**config.mk**
```make
export PLATFORM = sky130hd
export DESIGN_NAME = calendar_time_controller
export DESIGN_NICKNAME = d
export VERILOG_FILES = /design/src/rtl/calendar_pkg.sv /design/src/rtl/wrap_field.sv /design/src/rtl/calendar_time_controller.sv
export SDC_FILE = /design/constraint.sdc
export NUM_CORES = 1
export LEC_CHECK = 0
export BUFFER_PORTS_ARGS = -buffer_cell sky130_fd_sc_hd__buf_2
export CORE_MARGIN = 5
export CORE_UTILIZATION = 35
export CTS_CLUSTER_SIZE = 20
export DETAILED_ROUTE_END_ITERATION = 10
export GPL_TIMING_DRIVEN = 0
export PLACE_DENSITY = 0.65
export SETUP_SLACK_MARGIN = 0.02
export SLEW_MARGIN = 20
export SYNTH_ARGS = -nofsm -noshare
export SYNTH_HDL_FRONTEND = slang
export SYNTH_SLANG_ARGS = --single-unit
```
**constraint.sdc**
```tcl
create_clock -name clk -period 2.79 [get_ports clk]
set_clock_uncertainty 0.1 [all_clocks]
set_input_delay 0.558 -clock clk [delete_from_list [all_inputs] [get_ports clk]]
set_output_delay 0.558 -clock clk [all_outputs]
set_load 0.005 [all_outputs]
```
**src/rtl/calendar_pkg.sv**
```systemverilog
// rtl/calendar_pkg.sv - shared encodings, field ranges and widths for the calendar controller
//
// Purpose: single home for the set-mode state / sel encoding, the fixed
//          time-of-day field ranges and the output field widths, so the
//          top and its field counters agree on every constant.
// Ports:   none (package).
package calendar_pkg;

    // sel output encoding; the FSM state value is driven straight onto sel
    localparam logic [2:0] SEL_RUN   = 3'd0;
    localparam logic [2:0] SEL_YEAR  = 3'd1;
    localparam logic [2:0] SEL_MONTH = 3'd2;
    localparam logic [2:0] SEL_DAY   = 3'd3;
    localparam logic [2:0] SEL_HOUR  = 3'd4;
    localparam logic [2:0] SEL_MIN   = 3'd5;
    localparam logic [2:0] SEL_SEC   = 3'd6;

    typedef enum logic [2:0] {
        ST_RUN       = SEL_RUN,
        ST_SET_YEAR  = SEL_YEAR,
        ST_SET_MONTH = SEL_MONTH,
        ST_SET_DAY   = SEL_DAY,
        ST_SET_HOUR  = SEL_HOUR,
        ST_SET_MIN   = SEL_MIN,
        ST_SET_SEC   = SEL_SEC
    } state_t;

    // time-of-day ranges are fixed; calendar ranges are top-level parameters
    localparam int SEC_MAX  = 59;
    localparam int MIN_MAX  = 59;
    localparam int HOUR_MAX = 23;

    localparam int YEAR_W  = 6;
    localparam int MONTH_W = 4;
    localparam int DAY_W   = 5;
    localparam int HOUR_W  = 5;
    localparam int MIN_W   = 6;
    localparam int SEC_W   = 6;
    localparam int SEL_W   = 3;

    // mode_btn walks the fields in display order and then back to RUN
    function automatic state_t next_mode(input state_t s);
        state_t n;
        case (s)
            ST_RUN:       n = ST_SET_YEAR;
            ST_SET_YEAR:  n = ST_SET_MONTH;
            ST_SET_MONTH: n = ST_SET_DAY;
            ST_SET_DAY:   n = ST_SET_HOUR;
            ST_SET_HOUR:  n = ST_SET_MIN;
            ST_SET_MIN:   n = ST_SET_SEC;
            ST_SET_SEC:   n = ST_RUN;
            default:      n = ST_RUN;
        endcase
        return n;
    endfunction

endpackage

```
**src/rtl/wrap_field.sv**
```systemverilog
// rtl/wrap_field.sv - wrapping MIN..MAX counter with same-cycle carry
//
// Purpose: one calendar field. Counts up by one on each enabled cycle and
//          wraps from MAX back to MIN. carry is combinational so the next
//          field up can advance on the very same clock edge.
// Ports:
//   clk    in   system clock
//   rst    in   synchronous active-high reset, loads MIN
//   en     in   advance this field on the next edge
//   value  out  current field value (registered)
//   carry  out  en && value == MAX, i.e. this edge wraps the field
module wrap_field #(
    parameter int WIDTH = 6,
    parameter int MIN   = 0,
    parameter int MAX   = 59
) (
    input  logic             clk,
    input  logic             rst,
    input  logic             en,
    output logic [WIDTH-1:0] value,
    output logic             carry
);

    localparam logic [WIDTH-1:0] MIN_V = WIDTH'(MIN);
    localparam logic [WIDTH-1:0] MAX_V = WIDTH'(MAX);

    logic [WIDTH-1:0] value_q;
    logic [WIDTH-1:0] value_d;
    logic             at_max;

    assign at_max = (value_q == MAX_V);

    always_comb begin
        value_d = value_q;
        if (en) begin
            value_d = at_max ? MIN_V : value_q + WIDTH'(1);
        end
    end

    always_ff @(posedge clk) begin
        if (rst) begin
            value_q <= MIN_V;
        end else begin
            value_q <= value_d;
        end
    end

    assign value = value_q;
    assign carry = en && at_max;

endmodule

```
**src/rtl/calendar_time_controller.sv**
```systemverilog
// rtl/calendar_time_controller.sv - single-clock calendar with prescaler, carry cascade and set-time FSM
//
// Purpose: keeps year/month/day/hour/minute/second on one clock. A seconds
//          prescaler produces a one-cycle tick in RUN; the tick ripples
//          through six wrap_field counters combinationally so every field
//          that rolls over does so on the same edge. mode_btn walks a
//          set-time FSM that freezes the clock and lets inc_btn bump the
//          selected field alone, with no carry into its neighbours.
// Ports:
//   clk       in   system clock
//   rst       in   synchronous active-high reset, overrides everything
//   mode_btn  in   one-cycle pulse, advance to the next set field / RUN
//   inc_btn   in   one-cycle pulse, increment the selected field
//   year      out  0..YEAR_MAX
//   month     out  1..MONTH_MAX
//   day       out  1..DAY_MAX
//   hour      out  0..23
//   minute    out  0..59
//   second    out  0..59
//   sel       out  0=RUN, 1..6 = field being set (year..second)
//   sec_tick  out  one-cycle pulse, coincident with second advancing in RUN
module calendar_time_controller
    import calendar_pkg::*;
#(
    parameter int TICKS_PER_SEC = 50,   // must be >= 2
    parameter int DAY_MAX       = 30,
    parameter int MONTH_MAX     = 12,
    parameter int YEAR_MAX      = 63
) (
    input  logic               clk,
    input  logic               rst,
    input  logic               mode_btn,
    input  logic               inc_btn,
    output logic [YEAR_W-1:0]  year,
    output logic [MONTH_W-1:0] month,
    output logic [DAY_W-1:0]   day,
    output logic [HOUR_W-1:0]  hour,
    output logic [MIN_W-1:0]   minute,
    output logic [SEC_W-1:0]   second,
    output logic [SEL_W-1:0]   sel,
    output logic               sec_tick
);

    localparam int PRESC_W = (TICKS_PER_SEC > 2) ? $clog2(TICKS_PER_SEC) : 1;
    localparam logic [PRESC_W-1:0] PRESC_LAST = PRESC_W'(TICKS_PER_SEC - 1);

    state_t             state_q;
    state_t             state_d;
    logic [PRESC_W-1:0] presc_q;
    logic [PRESC_W-1:0] presc_d;
    logic               sec_tick_q;
    logic               sec_tick_d;

    logic run;
    logic tick;
    logic inc_eff;

    logic en_year, en_month, en_day, en_hour, en_min, en_sec;
    logic c_month, c_day, c_hour, c_min, c_sec;
    logic year_carry_unused;

    assign run  = (state_q == ST_RUN);
    assign tick = run && (presc_q == PRESC_LAST);
    // a simultaneous mode_btn consumes the press; inc_btn is dropped
    assign inc_eff = inc_btn && !mode_btn;

    always_comb begin
        state_d    = state_q;
        presc_d    = presc_q;
        sec_tick_d = 1'b0;

        if (mode_btn) begin
            state_d = next_mode(state_q);
        end

        // Outside RUN the prescaler sits at 0, so returning to RUN always
        // gives a full second before the first tick.
        if (!run || tick) begin
            presc_d = '0;
        end else begin
            presc_d = presc_q + PRESC_W'(1);
        end

        sec_tick_d = tick;
    end

    always_ff @(posedge clk) begin
        if (rst) begin
            state_q    <= ST_RUN;
            presc_q    <= '0;
            sec_tick_q <= 1'b0;
        end else begin
            state_q    <= state_d;
            presc_q    <= presc_d;
            sec_tick_q <= sec_tick_d;
        end
    end

    // Carries are only honoured in RUN: a set-mode wrap must not spill
    // into the next field.
    assign en_sec   = tick || (inc_eff && state_q == ST_SET_SEC);
    assign en_min   = (run && c_sec)   || (inc_eff && state_q == ST_SET_MIN);
    assign en_hour  = (run && c_min)   || (inc_eff && state_q == ST_SET_HOUR);
    assign en_day   = (run && c_hour)  || (inc_eff && state_q == ST_SET_DAY);
    assign en_month = (run && c_day)   || (inc_eff && state_q == ST_SET_MONTH);
    assign en_year  = (run && c_month) || (inc_eff && state_q == ST_SET_YEAR);

    wrap_field #(.WIDTH(SEC_W), .MIN(0), .MAX(SEC_MAX)) u_sec (
        .clk   (clk),
        .rst   (rst),
        .en    (en_sec),
        .value (second),
        .carry (c_sec)
    );

    wrap_field #(.WIDTH(MIN_W), .MIN(0), .MAX(MIN_MAX)) u_min (
        .clk   (clk),
        .rst   (rst),
        .en    (en_min),
        .value (minute),
        .carry (c_min)
    );

    wrap_field #(.WIDTH(HOUR_W), .MIN(0), .MAX(HOUR_MAX)) u_hour (
        .clk   (clk),
        .rst   (rst),
        .en    (en_hour),
        .value (hour),
        .carry (c_hour)
    );

    wrap_field #(.WIDTH(DAY_W), .MIN(1), .MAX(DAY_MAX)) u_day (
        .clk   (clk),
        .rst   (rst),
        .en    (en_day),
        .value (day),
        .carry (c_day)
    );

    wrap_field #(.WIDTH(MONTH_W), .MIN(1), .MAX(MONTH_MAX)) u_month (
        .clk   (clk),
        .rst   (rst),
        .en    (en_month),
        .value (month),
        .carry (c_month)
    );

    // year wraps to 0 with nowhere further to carry
    wrap_field #(.WIDTH(YEAR_W), .MIN(0), .MAX(YEAR_MAX)) u_year (
        .clk   (clk),
        .rst   (rst),
        .en    (en_year),
        .value (year),
        .carry (year_carry_unused)
    );

    assign sel      = state_q;
    assign sec_tick = sec_tick_q;

endmodule
```
## After elaboration in Yosys (flattened, before gate mapping)

Index checks and enable logic that the tools add are counted.

- Add/sub/neg operators: 7
- Equality and inequality tests: 13
- Muxes and demuxes: 7
- Reduce and logical (&&, ||, !) cells: 29

Operators with widths:

| operator | count |
|---|---|
| adder 6 x 1 -> 6 bit, second input constant | 4 |
| == test 6 bit, second input constant | 4 |
| logical AND 1 bit | 18 |
| two-way mux 6 bit | 3 |
| one-hot mux 3 bit (6 select lines) | 1 |
| adder 5 x 1 -> 5 bit, second input constant | 2 |
| == test 5 bit, second input constant | 2 |
| two-way mux 5 bit | 2 |
| == test 3 bit, second input constant | 3 |
| logical OR 1 bit | 7 |
| == test 3 x 2 -> 1 bit, second input constant | 2 |
| adder 4 x 1 -> 4 bit, second input constant | 1 |
| == test 4 bit, second input constant | 1 |
| two-way mux 4 bit | 1 |
| == test 3 x 1 -> 1 bit, second input constant | 1 |
| logical NOT 3 bit | 1 |
| logical NOT 1 bit | 2 |
| OR reduction 2 bit | 1 |

- Register bits after elaboration: 42
- Input bits: 4

## Logic depth before layout (Yosys ltp)

Gate-level depths: netlist of the first run.

- Depth in word-level cells: 19
- Gate-level depth with buffers: 8
- Gate-level depth less buffers: 7

## Hierarchy

A second synthesis of the first run with hierarchy kept.

- Cell total of the unflattened synthesis: 218
- Area total of the unflattened synthesis: 2004.4 um2

Modules (own cells, without submodules):

| module | instances | cells each | area an instance (um2) | seq. area each (um2) |
|---|---|---|---|---|
| calendar_time_controller | 1 | 64 | 550.5 | 200.2 |
| wrap_field (u_min ...) | 2 | 29 | 265.3 | 120.1 |
| wrap_field (u_year) | 1 | 26 | 256.5 | 120.1 |
| wrap_field (u_day) | 1 | 24 | 239.0 | 100.1 |
| wrap_field (u_month) | 1 | 25 | 216.5 | 80.1 |
| wrap_field (u_hour) | 1 | 21 | 211.5 | 100.1 |

## Worst setup path before layout of the first run

No wires, ideal clock.

- Path type: register to register
- Start point: reg u_day.value_q[1] (netlist: u_day.value[1])
- End point: reg u_year.value_q[4] (netlist: u_year.value[4])
- Library setup time: 121 ps
- Arrival time: 1912 ps
- Data required time: 2569 ps
- Path slack: 657 ps
- Stages on the path, launching flop included: 8
- Buffers on the path: 1
- Cell sequence: dfxtp_1 > ha_1 > and4_1 > nor4bb_1 > clkbuf_2 > nand4_1 > a21oi_1 > mux2_2

- Word-level cells in the longest chain between the ends: 7

RTL lines:

| what | line | RTL |
|---|---|---|
| start: declaration | wrap_field.sv:27 | `logic [WIDTH-1:0] value_q;` |
| start signal: assignment | wrap_field.sv:44 | `value_q <= value_d;` |
| == test 5 bit | wrap_field.sv:31 | `assign at_max = (value_q == MAX_V);` |
| logical AND 1 bit | wrap_field.sv:49 | `assign carry = en && at_max;` |
| logical AND 1 bit | calendar_time_controller.sv:105 | `assign en_month = (run && c_day) \|\| (inc_eff && state_q == ST_SET_MONTH);` |
| logical OR 1 bit | calendar_time_controller.sv:105 |  |
| logical AND 1 bit | wrap_field.sv:49 |  |
| logical AND 1 bit | calendar_time_controller.sv:106 | `assign en_year = (run && c_month) \|\| (inc_eff && state_q == ST_SET_YEAR);` |
| logical OR 1 bit | calendar_time_controller.sv:106 |  |
| end signal: assignment | wrap_field.sv:44 |  |
| end: declaration | wrap_field.sv:27 |  |

Every way passes these cells.
A chain may end at the register's enable or synchronous reset.

## Worst setup path in the final report of the first run

Same ends and word-level chain as after synthesis.

==> metrics.md, run 1 <==
| Metric | Value |
|---|---|
| Status | `finished clean` |
| Placed wire-length estimate | `4503 um` |
| GR Overflow Total | `0` |
| CTS H-tree depth | `2` |
| Die width | `92.61 um` |
| Critical Path Start Type | `flop` |
| Top_reg_cell synth | `dfxtp_1` |
| Gate power share | `6.0%` |
| Internal power | `826.4 uW` |
| Area after DPL | `2679 um^2` |
| First-pass GRT wire length | `10270 um` |
| Vias | `2318` |
| Crit path max-delay cell type | `dfxtp_1` |
| Leakage | `1.092 nW` |
| Post-route insts no fill | `412` |
| Syn. warnings | `0` |
| GR Util All Layers | `14.74%` |
| Commonest non-fill, non-tap cell in the layout | `dfxtp_1` |
| Final critical-path share of the clock period | `87.40%` |
| PortBufs | `38` |
| P_sw | `274.1 uW` |
| Io pins | `40` |
| Register bit count reported by yosys | `42` |
| Tightest Hold Check Type | `reg -> reg` |
| CP arrival | `2530 ps` |
| Required time worst endpoint | `2880 ps` |
| CORE AREA | `6719 um^2` |
| Fin crit period | `2438 ps` |
| CP Cell Sequence | `ha_1 > and4_1 > nor4bb_1 > clkbuf_2 > nand4_1 > a21oi_1 > mux2_2` |
| Hold Buf Count CTS | `0` |
| Initial Util | `35.55%` |
| Slack of the worst reg-to-reg path | `350 ps` |
| Final net count | `345` |
| CP Capture Type | `flop` |
| TritonCTS Buffers | `5` |
| Largest net degree at the start of global routing | `13` |
| Initial antenna violation count | `0` |
| Slowest cell delay on critical path | `440 ps` |
| Crit path max fanout | `8` |
| Commonest non-fill, non-tap cells in the layout | `dfxtp_1 (42), buf_2 (39), a21oi_1 (27)` |
| Setup CP Type | `reg -> reg` |
| Detailed Route WL | `6127 um` |
| Clk buf depth | `2` |
| Setup Fix Bufs, Post-CTS | `0` |
| Placed cells | `404` |
| Number of global-route vias before repair | `2159` |
| # clock sinks | `42` |
| Fmax | `410.1 MHz` |
| Final non-filler cell area | `2770 um^2` |
| Syn Area/Cell | `8.352 um^2` |
| Cell Area, Synth | `2389 um^2` |
| CTS tree | `built` |
| DRC viols | `0` |
| Switching portion of total power | `24.91%` |
| Standard-cell rows | `30` |
| Layout Area Growth over Synthesis | `15.98%` |
| RePlAce Congestion | `0.8089` |
| DR pass1 iterations | `4` |
| Slew headroom | `47.70%` |
| Post-synth cell types | `59` |
| Max Transition Viols Final | `0` |
| Die H | `92.61 um` |
| Initial drt markers | `166` |
| Post-synth EDFFs | `0` |
| Worst-path clk slew | `80 ps` |
| Latest clock arrival within the worst-skew pair | `300 ps` |
| Ys async rst share | `0%` |
| Hold depth | `1` |
| Reg-to-reg startpoint | `u_day.value[1]$_SDFFE_PP0N_` |
| Post-Syn Instances | `286` |
| Hold wc startpoint | `presc_q[0]$_SDFF_PP0_` |
| Final setup TNS | `0 ps` |
| Worst Tran Pin Value | `777.5 ps` |
| Final hold viol count | `0` |
| Post-CTS Resized | `0` |
| R2R depth | `7` |
| Root Buffer | `clkbuf_8` |
| Hold Path End | `presc_q[0]$_SDFF_PP0_` |
| Antenna-violating nets left | `0` |
| R2r endpoint | `u_year.value[4]$_SDFFE_PP0P_` |
| Final setup viols | `0` |
| Unrepaired setup endpoints after global routing | `false` |
| Share of cells above drive strength 1 | `19.28%` |
| Pwr dens | `397.3 nW/um^2` |
| Flop pwr share | `55.8%` |
| Clock power share | `38.2%` |
| Wire length per cell | `14.87 um` |
| Sequential-to-total area share from yosys stat | `35.20%` |
| Via/cell ratio | `5.626` |
| Max IR drop VDD | `0.2054 mV` |
| Full die area | `8577 um^2` |
| Total of max-cap violations | `0` |
| Diode count | `0` |
| Synthesized net count | `300` |
==> layout make-up <==
cell class	count	area, um^2
multi-input combinational	220	1455
fill	713	3949
clock buffer	7	86.33
clock inverter	1	5.005
buffer	11	43.79
inverter	13	48.80
tap	80	100.1
timing repair buffer	38	190.2
sequential	42	840.8
==> worst max-delay path, delay by kind of cell (launching register included) <==
family          cells  cell delay (ps)
buf+inv             1              250
fa+ha+maj           1              220
compound gates      1              210
simple gates        3              770
flops               1              440
mux                 1              340
==> kinds of logic (layout without fill, tap and decap cells) <==
kind of cell,after synthesis,in the layout,synth area share (%)
buffers and inverters,24,70,3.876
AOI/OAI and AO/OA,76,76,20.43
adders and majority gates,10,10,5.238
xor gates and xnor gates,4,4,1.467
muxes,8,8,3.614
DFF,42,42,35.20
and+or+nand+nor,122,122,30.17
==> layer usage <==
layer | GRT usage [%] | part of all wire [%] | up-vias
li1 | - | - | 1149
met1 | 18.96 | 47 | 1103
met2 | 23.14 | 46 | 60
met3 | 4.549 | 6.1 | 6
met4 | 5.495 | 1.2 | 0
met5 | 0 | 0 | -
==> power by group through the flow <==
stage	Combinational (mW)	Clock [mW]	Sequential [mW]
2_1_floorplan	0.0445	0	0.627
3_3_place_gp	0.0656	0	0.628
3_5_place_dp	0.0665	0	0.628
4_1_cts	0.0665	0.438	0.614
5_1_grt	0.0746	0.462	0.615
6_report	0.0663	0.420	0.614
==> metrics by stage <==
| stage | setup WS, ps | utilization [%] | total power [mW] | hold WS, ps |
|---|---|---|---|---|
| detailed placement | 386.8 | 39.87 | 0.6948 | 357.5 |
| CTS | 361.2 | 41.23 | 1.119 | 378.0 |
| global route | 174.4 | 41.23 | 1.152 | 393.2 |
| floorplan | 657.4 | - | 0.6712 | 333.7 |
| finish | 351.6 | 41.23 | 1.100 | 372.2 |
| global placement | 365.3 | 39.87 | 0.6936 | 344.8 |
==> worst max path at each step <==
stage                     cells past startpoint  slack (ps)                   startpoint                            to
final                                         7         350  u_day.value[1]$_SDFFE_PP0N_  u_year.value[4]$_SDFFE_PP0P_
after global routing                          8         170  u_day.value[0]$_SDFFE_PP1N_  u_year.value[4]$_SDFFE_PP0P_
after CTS                                     7         360  u_day.value[1]$_SDFFE_PP0N_  u_year.value[4]$_SDFFE_PP0P_
after detailed placement                      7         390  u_day.value[1]$_SDFFE_PP0N_  u_year.value[4]$_SDFFE_PP0P_
after global placement                        6         370                     mode_btn  u_year.value[4]$_SDFFE_PP0P_
after floorplan                               7         660  u_day.value[1]$_SDFFE_PP0N_  u_year.value[4]$_SDFFE_PP0P_
==> synthesized netlist by cell type (3+ instances only) <==
library cell | number | area (um^2)
a211oi_1 | 4 | 30.03
a21oi_1 | 27 | 135.1
a31oi_1 | 3 | 18.77
and2_1 | 3 | 18.77
and3_1 | 5 | 31.28
clkbuf_1 | 9 | 33.78
dfxtp_1 | 42 | 840.8
ha_1 | 10 | 125.1
inv_1 | 13 | 48.80
mux2i_1 | 6 | 60.06
nand2_1 | 20 | 75.07
nand3_1 | 14 | 70.07
nand3b_1 | 3 | 22.52
nand4_1 | 7 | 43.79
nand4b_1 | 7 | 61.31
nor2_1 | 22 | 82.58
nor2b_1 | 5 | 31.28
nor3_1 | 8 | 40.04
nor4_1 | 3 | 18.77
o21a_1 | 3 | 22.52
o21ai_0 | 15 | 75.07
o31ai_1 | 3 | 22.52
or2_2 | 4 | 25.02
or3_1 | 6 | 37.54
==> flip-flops by register name, summed over array words and instances (netlist names) <==
| register | count |
|---|---|
| u_day.value | 5 |
| sec_tick | 1 |
| sel | 3 |
| u_hour.value | 5 |
| u_min.value | 6 |
| u_year.value | 6 |
| presc_q | 6 |
| u_sec.value | 6 |
| u_month.value | 4 |
Note: power is estimated with default switching activity, not from simulation.
==> run 2: changes to the inputs <==
--- a/config.mk
+++ b/config.mk
@@ -5,6 +5,7 @@
 export SDC_FILE = /design/constraint.sdc
 export NUM_CORES = 1
 export LEC_CHECK = 0
+export ABC_AREA = 1
 export BUFFER_PORTS_ARGS = -buffer_cell sky130_fd_sc_hd__buf_2
 export CORE_MARGIN = 5
 export CORE_UTILIZATION = 35
==> run 2 against run 1 <==
Flip-flop and latch count did not move. Highest routed layer unchanged. Count of clock-buffer cells in the layout fell by 2. Non-clock buffer count fell by 8. Final cell count fell by 0.24%. Clock power rose by 13%. Wire length fell by 25%. Synthesized area fell by 9.4%. Maximum frequency rose by 0.26%.
==> metrics.md, run 2 <==
| Metric | Value |
|---|---|
| Status | `finished clean` |
| Post-Syn Instances | `289` |
| Via/cell ratio | `4.825` |
| Seq. cell area | `840.8 um^2` |
| Largest net degree at the start of global routing | `14` |
| Root Buffer | `clkbuf_8` |
| Setup CP Type | `reg -> reg` |
| Io pins | `40` |
| Critical Path Start Type | `flop` |
| Commonest non-fill, non-tap cells in the layout | `nand2_1 (47), dfxtp_1 (42), nor2_1 (39), buf_2 (39), inv_1 (36)` |
| CTS tree | `built` |
| DR pass1 iterations | `4` |
| DRC viols | `0` |
| R2R depth | `18` |
| Initial Util | `36.34%` |
| Cell taking the most area after synthesis | `dfxtp_1` |
| Worst Tran Pin Value | `602.0 ps` |
| Register bit count reported by yosys | `42` |
| Max Transition Viols Final | `0` |
| PortBufs | `39` |
| Syn. warnings | `0` |
| Layout Area Growth over Synthesis | `18.61%` |
| Total of max-cap violations | `0` |
| Full die area | `7857 um^2` |
| # clock sinks | `42` |
| Setup Fix Bufs, Post-CTS | `0` |
| Top post-synthesis cells by count | `nand2_1 (47), dfxtp_1 (42), nor2_1 (39)` |
| Share of cells above drive strength 1 | `21.43%` |
| Final hold viol count | `0` |
| CP arrival | `2530 ps` |
| Hold Slack | `361.9 ps` |
| Post-synth cell types | `32` |
| CP Capture Type | `flop` |
| Synth area leaders | `dfxtp_1 (39%), nand2_1 (8.2%), nor2_1 (6.8%)` |
| Diode count | `0` |
| Initial antenna violation count | `0` |
| Placed wire-length estimate | `3440 um` |
| GR Overflow Total | `0` |
| Place WS | `66.13 ps` |
| Crit. Startpoint | `presc_q[0]$_SDFF_PP0_` |
| Worst-path clk slew | `80 ps` |
| Final net count | `349` |
| Number of fill cells | `612` |
| Reg-to-reg startpoint | `presc_q[0]$_SDFF_PP0_` |
| Die width | `88.64 um` |
| Fmax | `411.2 MHz` |
| Slack of the worst reg-to-reg path | `360 ps` |
| Initial drt markers | `85` |
| Vias | `1983` |
| Leakage | `1.090 nW` |
| Wire length per cell | `11.19 um` |
| Max IR drop VDD | `0.2882 mV` |
| RePlAce Congestion | `0.8056` |
| Final setup viols | `0` |
| Setup WS post-layout | `357.9 ps` |
| Tightest Hold Check Type | `reg -> reg` |
| Commonest non-fill, non-tap cell in the layout | `nand2_1` |
| TritonCTS Buffers | `5` |
| Synthesized net count | `303` |
| Crit path max fanout | `9` |
| Slew headroom | `59.50%` |
| R2r endpoint | `u_year.value[2]$_SDFFE_PP0P_` |
| First-pass GRT wire length | `7845 um` |
| Die H | `88.64 um` |
| CP Capture Point | `u_year.value[2]$_SDFFE_PP0P_` |
| Latest clock arrival within the worst-skew pair | `290 ps` |
| CORE AREA | `5956 um^2` |
| Clk buf depth | `2` |
| Unrepaired setup endpoints after global routing | `false` |
| Antenna-violating nets left | `0` |
| Most frequent cell after synthesis | `nand2_1` |
| Fin crit period | `2432 ps` |
| Detailed Route WL | `4601 um` |
| Post-synth EDFFs | `0` |
| Yosys top cell area share | `38.84%` |
| Syn Area/Cell | `7.490 um^2` |
| Final setup TNS | `0 ps` |
| Standard-cell rows | `28` |
| Number of global-route vias before repair | `1825` |
| Top_reg_cell synth | `dfxtp_1` |
| Pwr dens | `463.4 nW/um^2` |
| Ys async rst share | `0%` |
| CTS H-tree depth | `2` |
| Required time worst endpoint | `2890 ps` |
| Multi-input gate area | `1164 um^2` |
| Total power | `1.190 mW` |
| Cell Area, Synth | `2165 um^2` |
| GR Util All Layers | `12.51%` |
| Final critical-path share of the clock period | `87.17%` |
| Sequential-to-total area share from yosys stat | `38.84%` |
-- run 2: kinds of logic (layout without fill, tap and decap cells) --
kind of cell | count (synthesis) | count (layout) | share of synthesized area (%)
and+or+nand+nor | 143 | 143 | 33.82
adders and majority gates | 10 | 10 | 5.780
xor gates and xnor gates | 5 | 5 | 2.023
buffers and inverters | 41 | 88 | 7.630
DFF | 42 | 42 | 38.84
AOI/OAI and AO/OA | 48 | 48 | 11.91
-- run 2: through the flow --
| stage | utilization (%) | instances | area, um^2 |
|---|---|---|---|
| 5_1_grt | 43.11 | 411 | 2567 |
| 4_1_cts | 43.03 | 411 | 2562 |
| 3_5_place_dp | 41.20 | 403 | 2454 |
| 2_1_floorplan | - | 289 | 2165 |
| 6_report | 43.11 | 411 | 2567 |
| 3_3_place_gp | 41.20 | 403 | 2454 |
-- run 2: worst max-delay path: stages, from the launching register on --
cell	delay (ps)
dfxtp_1	400
ha_1	170
nand3_1	70
nor2_1	150
nand2_2	80
nand2_4	100
nand3_2	90
nand2_4	130
nand3_2	100
nand2_4	110
nand3_2	110
nand2_4	120
nand3_2	100
nand2_4	110
nand3_4	120
nand2_2	120
nand2_1	60
nand2_1	50
nor2_1	40
-- run 2: layout make-up --
type | count | area share [%]
Multi-Input combinational cell | 206 | 45.32
Sequential cell | 42 | 32.75
Timing Repair Buffer | 39 | 7.602
Inverter | 39 | 5.702
Tap cell | 75 | 3.655
Clock buffer | 5 | 2.680
Clock inverter | 3 | 1.559
Buffer | 2 | 0.7310
-- run 2: how the worst min path moves through the flow --
stage                           startpoint                           to  cells past startpoint
2_1_floorplan        presc_q[0]$_SDFF_PP0_        presc_q[0]$_SDFF_PP0_                      1
3_3_place_gp   u_day.value[4]$_SDFFE_PP0N_  u_day.value[4]$_SDFFE_PP0N_                      2
3_5_place_dp   u_day.value[4]$_SDFFE_PP0N_  u_day.value[4]$_SDFFE_PP0N_                      2
4_1_cts        u_day.value[4]$_SDFFE_PP0N_  u_day.value[4]$_SDFFE_PP0N_                      2
5_1_grt        u_day.value[4]$_SDFFE_PP0N_  u_day.value[4]$_SDFFE_PP0N_                      2
6_report       u_day.value[4]$_SDFFE_PP0N_  u_day.value[4]$_SDFFE_PP0N_                      2
-- run 2: layer usage --
| layer | vias up | track usage (%) | part of all wire [%] |
|---|---|---|---|
| li1 | 1039 | - | - |
| met1 | 897 | 15.39 | 48 |
| met2 | 39 | 20.45 | 46 |
| met3 | 8 | 3.538 | 5.2 |
| met4 | 0 | 5.220 | 1.6 |
| met5 | - | 0 | 0 |
-- run 2: where the power goes --
part	switching [mW]	internal, mW	total, mW
sequential	0.0136	0.611	0.624
combinational	0.0596	0.0320	0.0916
clock	0.211	0.263	0.474
total	0.284	0.906	1.19
-- run 2: what timing repair did --
item,CTS,global route
endpoints found under the setup margin,0,2
gates resized for setup,0,1
hold buffers,0,0
